**src/rtl/apb_master_if.sv**
```systemverilog
// Purpose : command/response and APB bus bundle for apb_master.
// Latency : n/a (wires only).
// Backpressure: cmd side is valid/ready; rsp side has no backpressure.
//
// Ports (signals carried):
//   cmd_valid/cmd_ready/cmd_write/cmd_addr/cmd_wdata : command request
//   rsp_valid/rsp_rdata/rsp_err/rsp_timeout          : one-cycle response
//   paddr/pselx/penable/pwrite/pwdata/prdata/pready/pslverr : APB bus
// Modports: master = the requester (apb_master), slave = the environment
// that issues commands, consumes responses and acts as the APB completer.
interface apb_master_if #(
  parameter int ADDR_W = 32,
  parameter int DATA_W = 32
);
  logic              cmd_valid;
  logic              cmd_ready;
  logic              cmd_write;
  logic [ADDR_W-1:0] cmd_addr;
  logic [DATA_W-1:0] cmd_wdata;

  logic              rsp_valid;
  logic [DATA_W-1:0] rsp_rdata;
  logic              rsp_err;
  logic              rsp_timeout;

  logic [ADDR_W-1:0] paddr;
  logic              pselx;
  logic              penable;
  logic              pwrite;
  logic [DATA_W-1:0] pwdata;
  logic [DATA_W-1:0] prdata;
  logic              pready;
  logic              pslverr;

  modport master (
    input  cmd_valid, cmd_write, cmd_addr, cmd_wdata,
    output cmd_ready,
    output rsp_valid, rsp_rdata, rsp_err, rsp_timeout,
    output paddr, pselx, penable, pwrite, pwdata,
    input  prdata, pready, pslverr
  );

  modport slave (
    output cmd_valid, cmd_write, cmd_addr, cmd_wdata,
    input  cmd_ready,
    input  rsp_valid, rsp_rdata, rsp_err, rsp_timeout,
    input  paddr, pselx, penable, pwrite, pwdata,
    output prdata, pready, pslverr
  );
endinterface

```
**src/rtl/apb_master.sv**
```systemverilog
// Purpose : APB requester; turns valid/ready commands into APB SETUP/ACCESS
//           transfers and returns one registered response per command.
// Latency : accept at edge N -> SETUP N+1 -> ACCESS N+2 -> rsp_valid N+3
//           (plus one cycle per wait state); back-to-back: 1 transfer / 2 cycles.
// Backpressure: cmd_ready only in IDLE or on the completing ACCESS cycle;
//           responses cannot be stalled.
//
// Ports:
//   pclk  - clock, rising edge
//   prst  - synchronous active-high reset
//   bus   - apb_master_if.master: command, response and APB signals
//
// Optional feature macro: APB_MASTER_TIMEOUT_EN
//   defined   : 8-bit wait-state counter; after TIMEOUT_CYCLES consecutive
//               ACCESS cycles with pready=0 the transfer is aborted and a
//               response with rsp_err=1, rsp_timeout=1 is issued.
//   undefined : no counter, rsp_timeout tied 0, ACCESS waits indefinitely.
module apb_master #(
  parameter int ADDR_W = 32,
  parameter int DATA_W = 32
`ifdef APB_MASTER_TIMEOUT_EN
  ,
  parameter int TIMEOUT_CYCLES = 16
`endif
) (
  input  logic            pclk,
  input  logic            prst,
  apb_master_if.master    bus
);

  typedef enum logic [1:0] {
    ST_IDLE   = 2'd0,
    ST_SETUP  = 2'd1,
    ST_ACCESS = 2'd2
  } state_e;

  state_e            state_q, state_d;
  logic              psel_q, psel_d;
  logic              penable_q, penable_d;
  logic              pwrite_q, pwrite_d;
  logic [ADDR_W-1:0] paddr_q, paddr_d;
  logic [DATA_W-1:0] pwdata_q, pwdata_d;
  logic              rsp_valid_q, rsp_valid_d;
  logic [DATA_W-1:0] rsp_rdata_q, rsp_rdata_d;
  logic              rsp_err_q, rsp_err_d;

  logic              cmd_ready;
  logic              cmd_accept;
  logic              xfer_done;

  // A new command may enter while idle, or in the very cycle the current
  // transfer completes so pselx can stay high across transfers.
  assign xfer_done  = (state_q == ST_ACCESS) && bus.pready;
  assign cmd_ready  = (state_q == ST_IDLE) || xfer_done;
  assign cmd_accept = bus.cmd_valid && cmd_ready;

`ifdef APB_MASTER_TIMEOUT_EN
  localparam logic [7:0] TMO_LAST = 8'(TIMEOUT_CYCLES - 1);

  logic [7:0] wait_cnt_q, wait_cnt_d;
  logic       rsp_timeout_q, rsp_timeout_d;
  logic       tmo_abort;

  assign tmo_abort = (state_q == ST_ACCESS) && !bus.pready &&
                     (wait_cnt_q == TMO_LAST);

  // Counts consecutive stalled ACCESS cycles of the current transfer.
  always_comb begin
    wait_cnt_d = wait_cnt_q;
    if (state_d == ST_SETUP) begin
      wait_cnt_d = 8'd0;
    end else if ((state_q == ST_ACCESS) && !bus.pready) begin
      wait_cnt_d = wait_cnt_q + 8'd1;
    end
  end

  always_ff @(posedge pclk) begin
    if (prst) begin
      wait_cnt_q    <= 8'd0;
      rsp_timeout_q <= 1'b0;
    end else begin
      wait_cnt_q    <= wait_cnt_d;
      rsp_timeout_q <= rsp_timeout_d;
    end
  end

  assign bus.rsp_timeout = rsp_timeout_q;
`else
  assign bus.rsp_timeout = 1'b0;
`endif

  always_comb begin
    state_d     = state_q;
    psel_d      = psel_q;
    penable_d   = penable_q;
    pwrite_d    = pwrite_q;
    paddr_d     = paddr_q;
    pwdata_d    = pwdata_q;
    rsp_valid_d = 1'b0;
    rsp_rdata_d = rsp_rdata_q;
    rsp_err_d   = rsp_err_q;
`ifdef APB_MASTER_TIMEOUT_EN
    rsp_timeout_d = rsp_timeout_q;
`endif

    case (state_q)
      ST_IDLE: begin
        psel_d    = 1'b0;
        penable_d = 1'b0;
        if (cmd_accept) begin
          paddr_d  = bus.cmd_addr;
          pwrite_d = bus.cmd_write;
          pwdata_d = bus.cmd_wdata;
          psel_d   = 1'b1;
          state_d  = ST_SETUP;
        end
      end

      ST_SETUP: begin
        psel_d    = 1'b1;
        penable_d = 1'b1;
        state_d   = ST_ACCESS;
      end

      ST_ACCESS: begin
        if (bus.pready) begin
          // prdata/pslverr are only meaningful in this cycle.
          rsp_valid_d = 1'b1;
          rsp_err_d   = bus.pslverr;
          rsp_rdata_d = pwrite_q ? '0 : bus.prdata;
`ifdef APB_MASTER_TIMEOUT_EN
          rsp_timeout_d = 1'b0;
`endif
          if (cmd_accept) begin
            paddr_d   = bus.cmd_addr;
            pwrite_d  = bus.cmd_write;
            pwdata_d  = bus.cmd_wdata;
            psel_d    = 1'b1;
            penable_d = 1'b0;
            state_d   = ST_SETUP;
          end else begin
            psel_d    = 1'b0;
            penable_d = 1'b0;
            state_d   = ST_IDLE;
          end
        end
`ifdef APB_MASTER_TIMEOUT_EN
        else if (tmo_abort) begin
          psel_d        = 1'b0;
          penable_d     = 1'b0;
          rsp_valid_d   = 1'b1;
          rsp_err_d     = 1'b1;
          rsp_rdata_d   = '0;
          rsp_timeout_d = 1'b1;
          state_d       = ST_IDLE;
        end
`endif
      end

      default: begin
        psel_d    = 1'b0;
        penable_d = 1'b0;
        state_d   = ST_IDLE;
      end
    endcase
  end

  always_ff @(posedge pclk) begin
    if (prst) begin
      state_q     <= ST_IDLE;
      psel_q      <= 1'b0;
      penable_q   <= 1'b0;
      pwrite_q    <= 1'b0;
      paddr_q     <= '0;
      pwdata_q    <= '0;
      rsp_valid_q <= 1'b0;
      rsp_rdata_q <= '0;
      rsp_err_q   <= 1'b0;
    end else begin
      state_q     <= state_d;
      psel_q      <= psel_d;
      penable_q   <= penable_d;
      pwrite_q    <= pwrite_d;
      paddr_q     <= paddr_d;
      pwdata_q    <= pwdata_d;
      rsp_valid_q <= rsp_valid_d;
      rsp_rdata_q <= rsp_rdata_d;
      rsp_err_q   <= rsp_err_d;
    end
  end

  assign bus.cmd_ready = cmd_ready;
  assign bus.pselx     = psel_q;
  assign bus.penable   = penable_q;
  assign bus.pwrite    = pwrite_q;
  assign bus.paddr     = paddr_q;
  assign bus.pwdata    = pwdata_q;
  assign bus.rsp_valid = rsp_valid_q;
  assign bus.rsp_rdata = rsp_rdata_q;
  assign bus.rsp_err   = rsp_err_q;

endmodule
```
**src/flat_wrapper.sv**
```systemverilog
// flat-port wrapper written by rule: the top's interface ports become plain ports
module apb_master_flat 
#(
  parameter int ADDR_W = 32,
  parameter int DATA_W = 32

)
  (pclk, prst, bus_cmd_valid, bus_cmd_write, bus_cmd_addr, bus_cmd_wdata, bus_cmd_ready, bus_rsp_valid, bus_rsp_rdata, bus_rsp_err, bus_rsp_timeout, bus_paddr, bus_pselx, bus_penable, bus_pwrite, bus_pwdata, bus_prdata, bus_pready, bus_pslverr);
  apb_master_if #(.ADDR_W(ADDR_W), .DATA_W(DATA_W)) bus_i ();
  input  logic pclk;
  input  logic prst;
  input wire logic [$bits(bus_i.cmd_valid)-1:0] bus_cmd_valid;
  input wire logic [$bits(bus_i.cmd_write)-1:0] bus_cmd_write;
  input wire logic [$bits(bus_i.cmd_addr)-1:0] bus_cmd_addr;
  input wire logic [$bits(bus_i.cmd_wdata)-1:0] bus_cmd_wdata;
  output wire logic [$bits(bus_i.cmd_ready)-1:0] bus_cmd_ready;
  output wire logic [$bits(bus_i.rsp_valid)-1:0] bus_rsp_valid;
  output wire logic [$bits(bus_i.rsp_rdata)-1:0] bus_rsp_rdata;
  output wire logic [$bits(bus_i.rsp_err)-1:0] bus_rsp_err;
  output wire logic [$bits(bus_i.rsp_timeout)-1:0] bus_rsp_timeout;
  output wire logic [$bits(bus_i.paddr)-1:0] bus_paddr;
  output wire logic [$bits(bus_i.pselx)-1:0] bus_pselx;
  output wire logic [$bits(bus_i.penable)-1:0] bus_penable;
  output wire logic [$bits(bus_i.pwrite)-1:0] bus_pwrite;
  output wire logic [$bits(bus_i.pwdata)-1:0] bus_pwdata;
  input wire logic [$bits(bus_i.prdata)-1:0] bus_prdata;
  input wire logic [$bits(bus_i.pready)-1:0] bus_pready;
  input wire logic [$bits(bus_i.pslverr)-1:0] bus_pslverr;
  assign bus_i.cmd_valid = bus_cmd_valid;
  assign bus_i.cmd_write = bus_cmd_write;
  assign bus_i.cmd_addr = bus_cmd_addr;
  assign bus_i.cmd_wdata = bus_cmd_wdata;
  assign bus_cmd_ready = bus_i.cmd_ready;
  assign bus_rsp_valid = bus_i.rsp_valid;
  assign bus_rsp_rdata = bus_i.rsp_rdata;
  assign bus_rsp_err = bus_i.rsp_err;
  assign bus_rsp_timeout = bus_i.rsp_timeout;
  assign bus_paddr = bus_i.paddr;
  assign bus_pselx = bus_i.pselx;
  assign bus_penable = bus_i.penable;
  assign bus_pwrite = bus_i.pwrite;
  assign bus_pwdata = bus_i.pwdata;
  assign bus_i.prdata = bus_prdata;
  assign bus_i.pready = bus_pready;
  assign bus_i.pslverr = bus_pslverr;
  apb_master #(.ADDR_W(ADDR_W), .DATA_W(DATA_W)) u_core (.pclk(pclk), .prst(prst), .bus(bus_i));
endmodule
```
**config.mk**
```make
export PLATFORM = sky130hd
export DESIGN_NAME = apb_master_flat
export DESIGN_NICKNAME = d
export VERILOG_FILES = /design/src/rtl/apb_master_if.sv /design/src/rtl/apb_master.sv /design/src/flat_wrapper.sv
export SDC_FILE = /design/constraint.sdc
export NUM_CORES = 1
export LEC_CHECK = 0
export CAP_MARGIN = 20
export CORE_UTILIZATION = 44
export DETAILED_ROUTE_END_ITERATION = 10
export PLACE_DENSITY = 0.85
export SYNTH_ARGS = -nofsm -noshare
export SYNTH_HDL_FRONTEND = slang
export SYNTH_SLANG_ARGS = --single-unit
```
**constraint.sdc**
```tcl
create_clock -name pclk -period 2.9 [get_ports pclk]
set_clock_uncertainty 0.15 [all_clocks]
set_input_delay 0.435 -clock pclk [delete_from_list [all_inputs] [get_ports pclk]]
set_output_delay 0.435 -clock pclk [all_outputs]
set_load 0.02 [all_outputs]
```
Word-level counts from Yosys, hierarchy flattened
Cells that the tools add are included.

Logic and storage cells: 43. Output and inout bits: 103. Flip-flop bits (word level): 103. Bits of input ports: 102.

Equal/unequal tests: 4. Reductions and logical operators: 9. Bitwise operators: 1. Mux-type cells: 20.

Operators with widths (number): 32-bit 2-to-1 mux (5); 32-bit case mux with 2 select lines (2); 1-bit 2-to-1 mux (7); 2-bit case mux with 3 select lines (1); 2-bit AND reduction (3); 2-bit 2-to-1 mux (2); 1-bit case mux with 2 select lines (2); 1-bit case mux with 3 select lines (1); 2-bit by 1-bit == test with 1-bit output, second input constant (1); 2-bit == test, second input constant (1); 1-bit logical AND (2); 2-bit logical NOT (1); 2-bit by 1-bit != test with 1-bit output, second input constant (1); 2-bit != test, second input constant (1); 2-bit nonzero test (1); 2-bit OR reduction (1); 1-bit logical OR (1); 1-bit inverter (1).

Logic depth before layout (Yosys ltp)
Word-level depth: 7. Depth in mapped cells: 5. Gate-level depth less buffers: 3.

Worst setup path before layout
No wires, ideal clock.

Path type: in2reg. From: input port bus_pready. To: register u_core.paddr_q[0], in the netlist u_core.bus.paddr[0]. Buffers on the path: 2. Data required time: 2.678 ns. Data arrival time: 1.220 ns. Path slack: 1.459 ns. Cell stages on the path: 5. Library setup time: 0.072 ns. Path through: nor2b_1 > nor3b_2 > buf_4 > buf_6 > mux2i_1.

Word-level cells in the longest chain between the ends: 6. Elaborated cells on any way between the ends: 8. Those cells by class: eq/ne (1); mux (3); reduce/logical (4).

RTL lines: from (decl) (line flat_wrapper.sv:27) `input wire logic [$bits(bus_i.pready)-1:0] bus_pready;`; 1-bit logical AND (line apb_master.sv:53) `assign xfer_done = (state_q == ST_ACCESS) && bus.pready;`; 1-bit logical OR (line apb_master.sv:54) `assign cmd_ready = (state_q == ST_IDLE) || xfer_done;`; 1-bit logical AND (line apb_master.sv:55) `assign cmd_accept = bus.cmd_valid && cmd_ready;`; 32-bit 2-to-1 mux (2 in series); 32-bit case mux with 2 select lines; to (signal assigned) (line apb_master.sv:184) `paddr_q <= paddr_d;`; to (decl) (line apb_master.sv:41) `logic [ADDR_W-1:0] paddr_q, paddr_d;`.

Several ways; a longest one is shown, not always the timed one. The select of a mux whose other input is x is not followed. A chain may end at the register's enable or synchronous reset.

Worst setup path after layout
From: input port bus_pready. To: output port bus_cmd_ready.

Word-level cells in the longest chain between the ends: 2.

RTL lines: 1-bit logical AND (line apb_master.sv:53); 1-bit logical OR (line apb_master.sv:54); to (decl) (line flat_wrapper.sv:16) `output wire logic [$bits(bus_i.cmd_ready)-1:0] bus_cmd_ready;`.

Every way passes these cells.

==> results.yml <==
power:
  peakVddDrop_v: 0.000264
  total_leakage_power_nw: 2.43
  power.density_mw_per_mm2: 462
run:
  drv_cap: 0
global_routing:
  grt_max_degree: 90
  grt_pass1_vias: 3700
  antenna_found_initial: 0
  globalRouteOverflowTotal: 0
  grt_pass1_wl_um: 17100
  grt_use_total: 0.212
routing:
  wl_per_cell_um: 13.9
  num_vias: 3654
  drcViolationCount: 0
  viasPerCell: 4.75
  antenna_left: 0
  drt_wl_total_um: 10700
  drt_iter0_drc: 83
  drtPass1Iterations: 4
place:
  hpwlAfterDp_um: 7720
  place_congestion: 0.708
  numPortBuffers: 203
  pre_cts_ws_ns: 0.439
sta:
  fin_ws_ns: 0.458
  hold_viol_final: 0
  whs_ns: 0.305
  clock.fmax_mhz: 410
  min_period_ns: 2.44
  setup-tns-final_ns: 0
  maxSlewViolCount: 0
  finalSetupViolCount: 0
  min_period_over_period: 0.842
  rsz0062_at_grt: "no"
synthesis:
  synth.top_cell.area_share: 0.473
  yosysWarnings: 0
  seq_area_frac_synth: 0.473
  synthDistinctLibCells: 21
  synthTopCellsByArea: "dfxtp_1, nand2b_1, mux2i_1"
  synth-edff-count: 0
  yosys.area.top_type: "dfxtp_1"
  synth_cells: 452
  yosys-top-cells-count: "nand2b_1, dfxtp_1, mux2i_1"
  netlist_area_mm2: 0.00436
  avgSynthCellArea_um2: 9.64
  synth_top_flop_cell: "dfxtp_1"
  postSynth.asyncResetShare: 0
  synth_most_common_cell: "nand2b_1"
  synth_fp_nets: 554
  yosys_register_bits: 103
die:
  pin_count: 205
  die_area_mm2: 0.0103
  core_mm2: 0.00942
  die_w_um: 101
  start_util: 0.463
  die_h_um: 101
  num_rows: 35
clocking:
  numCtsBuffers: 9
  cts_setup_buffers: 0
  root_buffer: "clkbuf_8"
  clock_path_buffers: 2
  cts_tree: "yes"
  cts_hold_buf: 0
  cts_resized: 0
  clock_sinks: 103
  htreeDepth: 3
  clock_latency_ns: 0.34
  clkTransAtPathRegs_ns: 0.09
worst_setup_path:
  path_class: "in -> out"
  slowest_delay_ns: 0.55
  path_cells: "clkdlybuf4s50_1, nor2b_1, nor2_1, clkdlybuf4s50_1"
  crit_slowest_cell: "clkdlybuf4s50_1"
  cp_data_required_time_ns: 2.32
  crit_top_cell: "clkdlybuf4s50_1"
  worst-path-max-fanout: 5
  critPathLaunchType: "primary input"
  end_kind: "primary output"
  cp.arrival_ns: 1.86
hold_path:
  hp-class: "reg -> reg"
layout:
  layout-area-overhead-vs-synth_pct: 52.5
  drive_above_1_share: 0.0359
  diodes: 0
  final_net_count: 738
outcome:
  status: "finished clean"
## kinds of logic (layout without fill, tap and decap cells)
logic type             Yosys count  count (layout)  synth area share
and+or+nand+nor                210             210             0.291
buffers and inverters           37             226            0.0428
other                            1               1          0.000861
DFF                            103             103             0.473
AOI/OAI and AO/OA               36              36            0.0422
muxes                           65              65             0.149
## final timing paths
check | startpoint | end | slack [ns] | cells after the start
max | bus_pready | bus_cmd_ready | 0.46 | 4
min | u_core.bus.rsp_rdata[29]$_SDFFE_PP0P_ | u_core.bus.rsp_rdata[29]$_SDFFE_PP0P_ | 0.30 | 2
max reg2reg | u_core.state_q[1]$_SDFFE_PP0P_ | u_core.bus.pwdata[0]$_SDFFE_PP0P_ | 1.22 | 4
min reg2reg | u_core.bus.rsp_rdata[29]$_SDFFE_PP0P_ | u_core.bus.rsp_rdata[29]$_SDFFE_PP0P_ | 0.30 | 2
## sequential cells by signal, summed over array words and instances, names as in the netlist
signal,count
u_core.bus.paddr,32
u_core.bus.penable,1
u_core.bus.pselx,1
u_core.bus.pwdata,32
u_core.bus.pwrite,1
u_core.bus.rsp_err,1
u_core.bus.rsp_rdata,32
u_core.bus.rsp_valid,1
u_core.state_q,2
## worst max-delay path, delay by kind of cell
family / cells / cell delay, ns
simple gates: 2 / 0.39
buf+inv: 2 / 1.02
## per-stage QoR
stage | instances | utilization | power [mW] | area [µm²]
global placement | 754 | 0.684 | 2.18 | 6440
finish | 770 | 0.705 | 3.07 | 6640
floorplan | 452 | - | 1.87 | 4360
detailed placement | 754 | 0.684 | 2.20 | 6440
global route | 770 | 0.705 | 3.21 | 6640
CTS | 770 | 0.705 | 3.10 | 6640
## metal layers
| layer | global-route usage | up-vias | routed length [µm] |
|---|---|---|---|
| met5 | 0 | - | 0 |
| met4 | 0.0780 | 0 | 131 |
| met3 | 0.0890 | 10 | 1140 |
| met2 | 0.358 | 141 | 5040 |
| met1 | 0.239 | 1664 | 4410 |
| li1 | - | 1839 | - |
## area by class of cell
| type | count | area (µm²) |
|---|---|---|
| Multi-Input combinational cell | 312 | 2110 |
| Clock buffer | 12 | 145 |
| Fill cell | 753 | 2780 |
| Tap cell | 129 | 161 |
| Inverter | 1 | 3.75 |
| Clock inverter | 4 | 55.1 |
| Sequential cell | 103 | 2060 |
| Timing Repair Buffer | 209 | 2100 |
## placed cells by master (no fill, tap or decap), types with 2 or more instances in the layout
cell type	count
a21oi_1	35
nand3_1	2
clkbuf_1	2
nand3b_1	33
buf_4	5
nor2_1	4
mux2i_1	65
nor2b_1	2
clkinv_4	2
nand2_1	34
clkbuf_8	10
dfxtp_1	103
clkdlybuf4s50_1	202
nand2b_1	131
buf_12	2
## power breakdown
| group | internal [mW] | switching [mW] |
|---|---|---|
| logic | 0.358 | 0.270 |
| registers | 1.49 | 0.0417 |
| clock network | 0.427 | 0.478 |
Power figures use the tool's default switching activity.
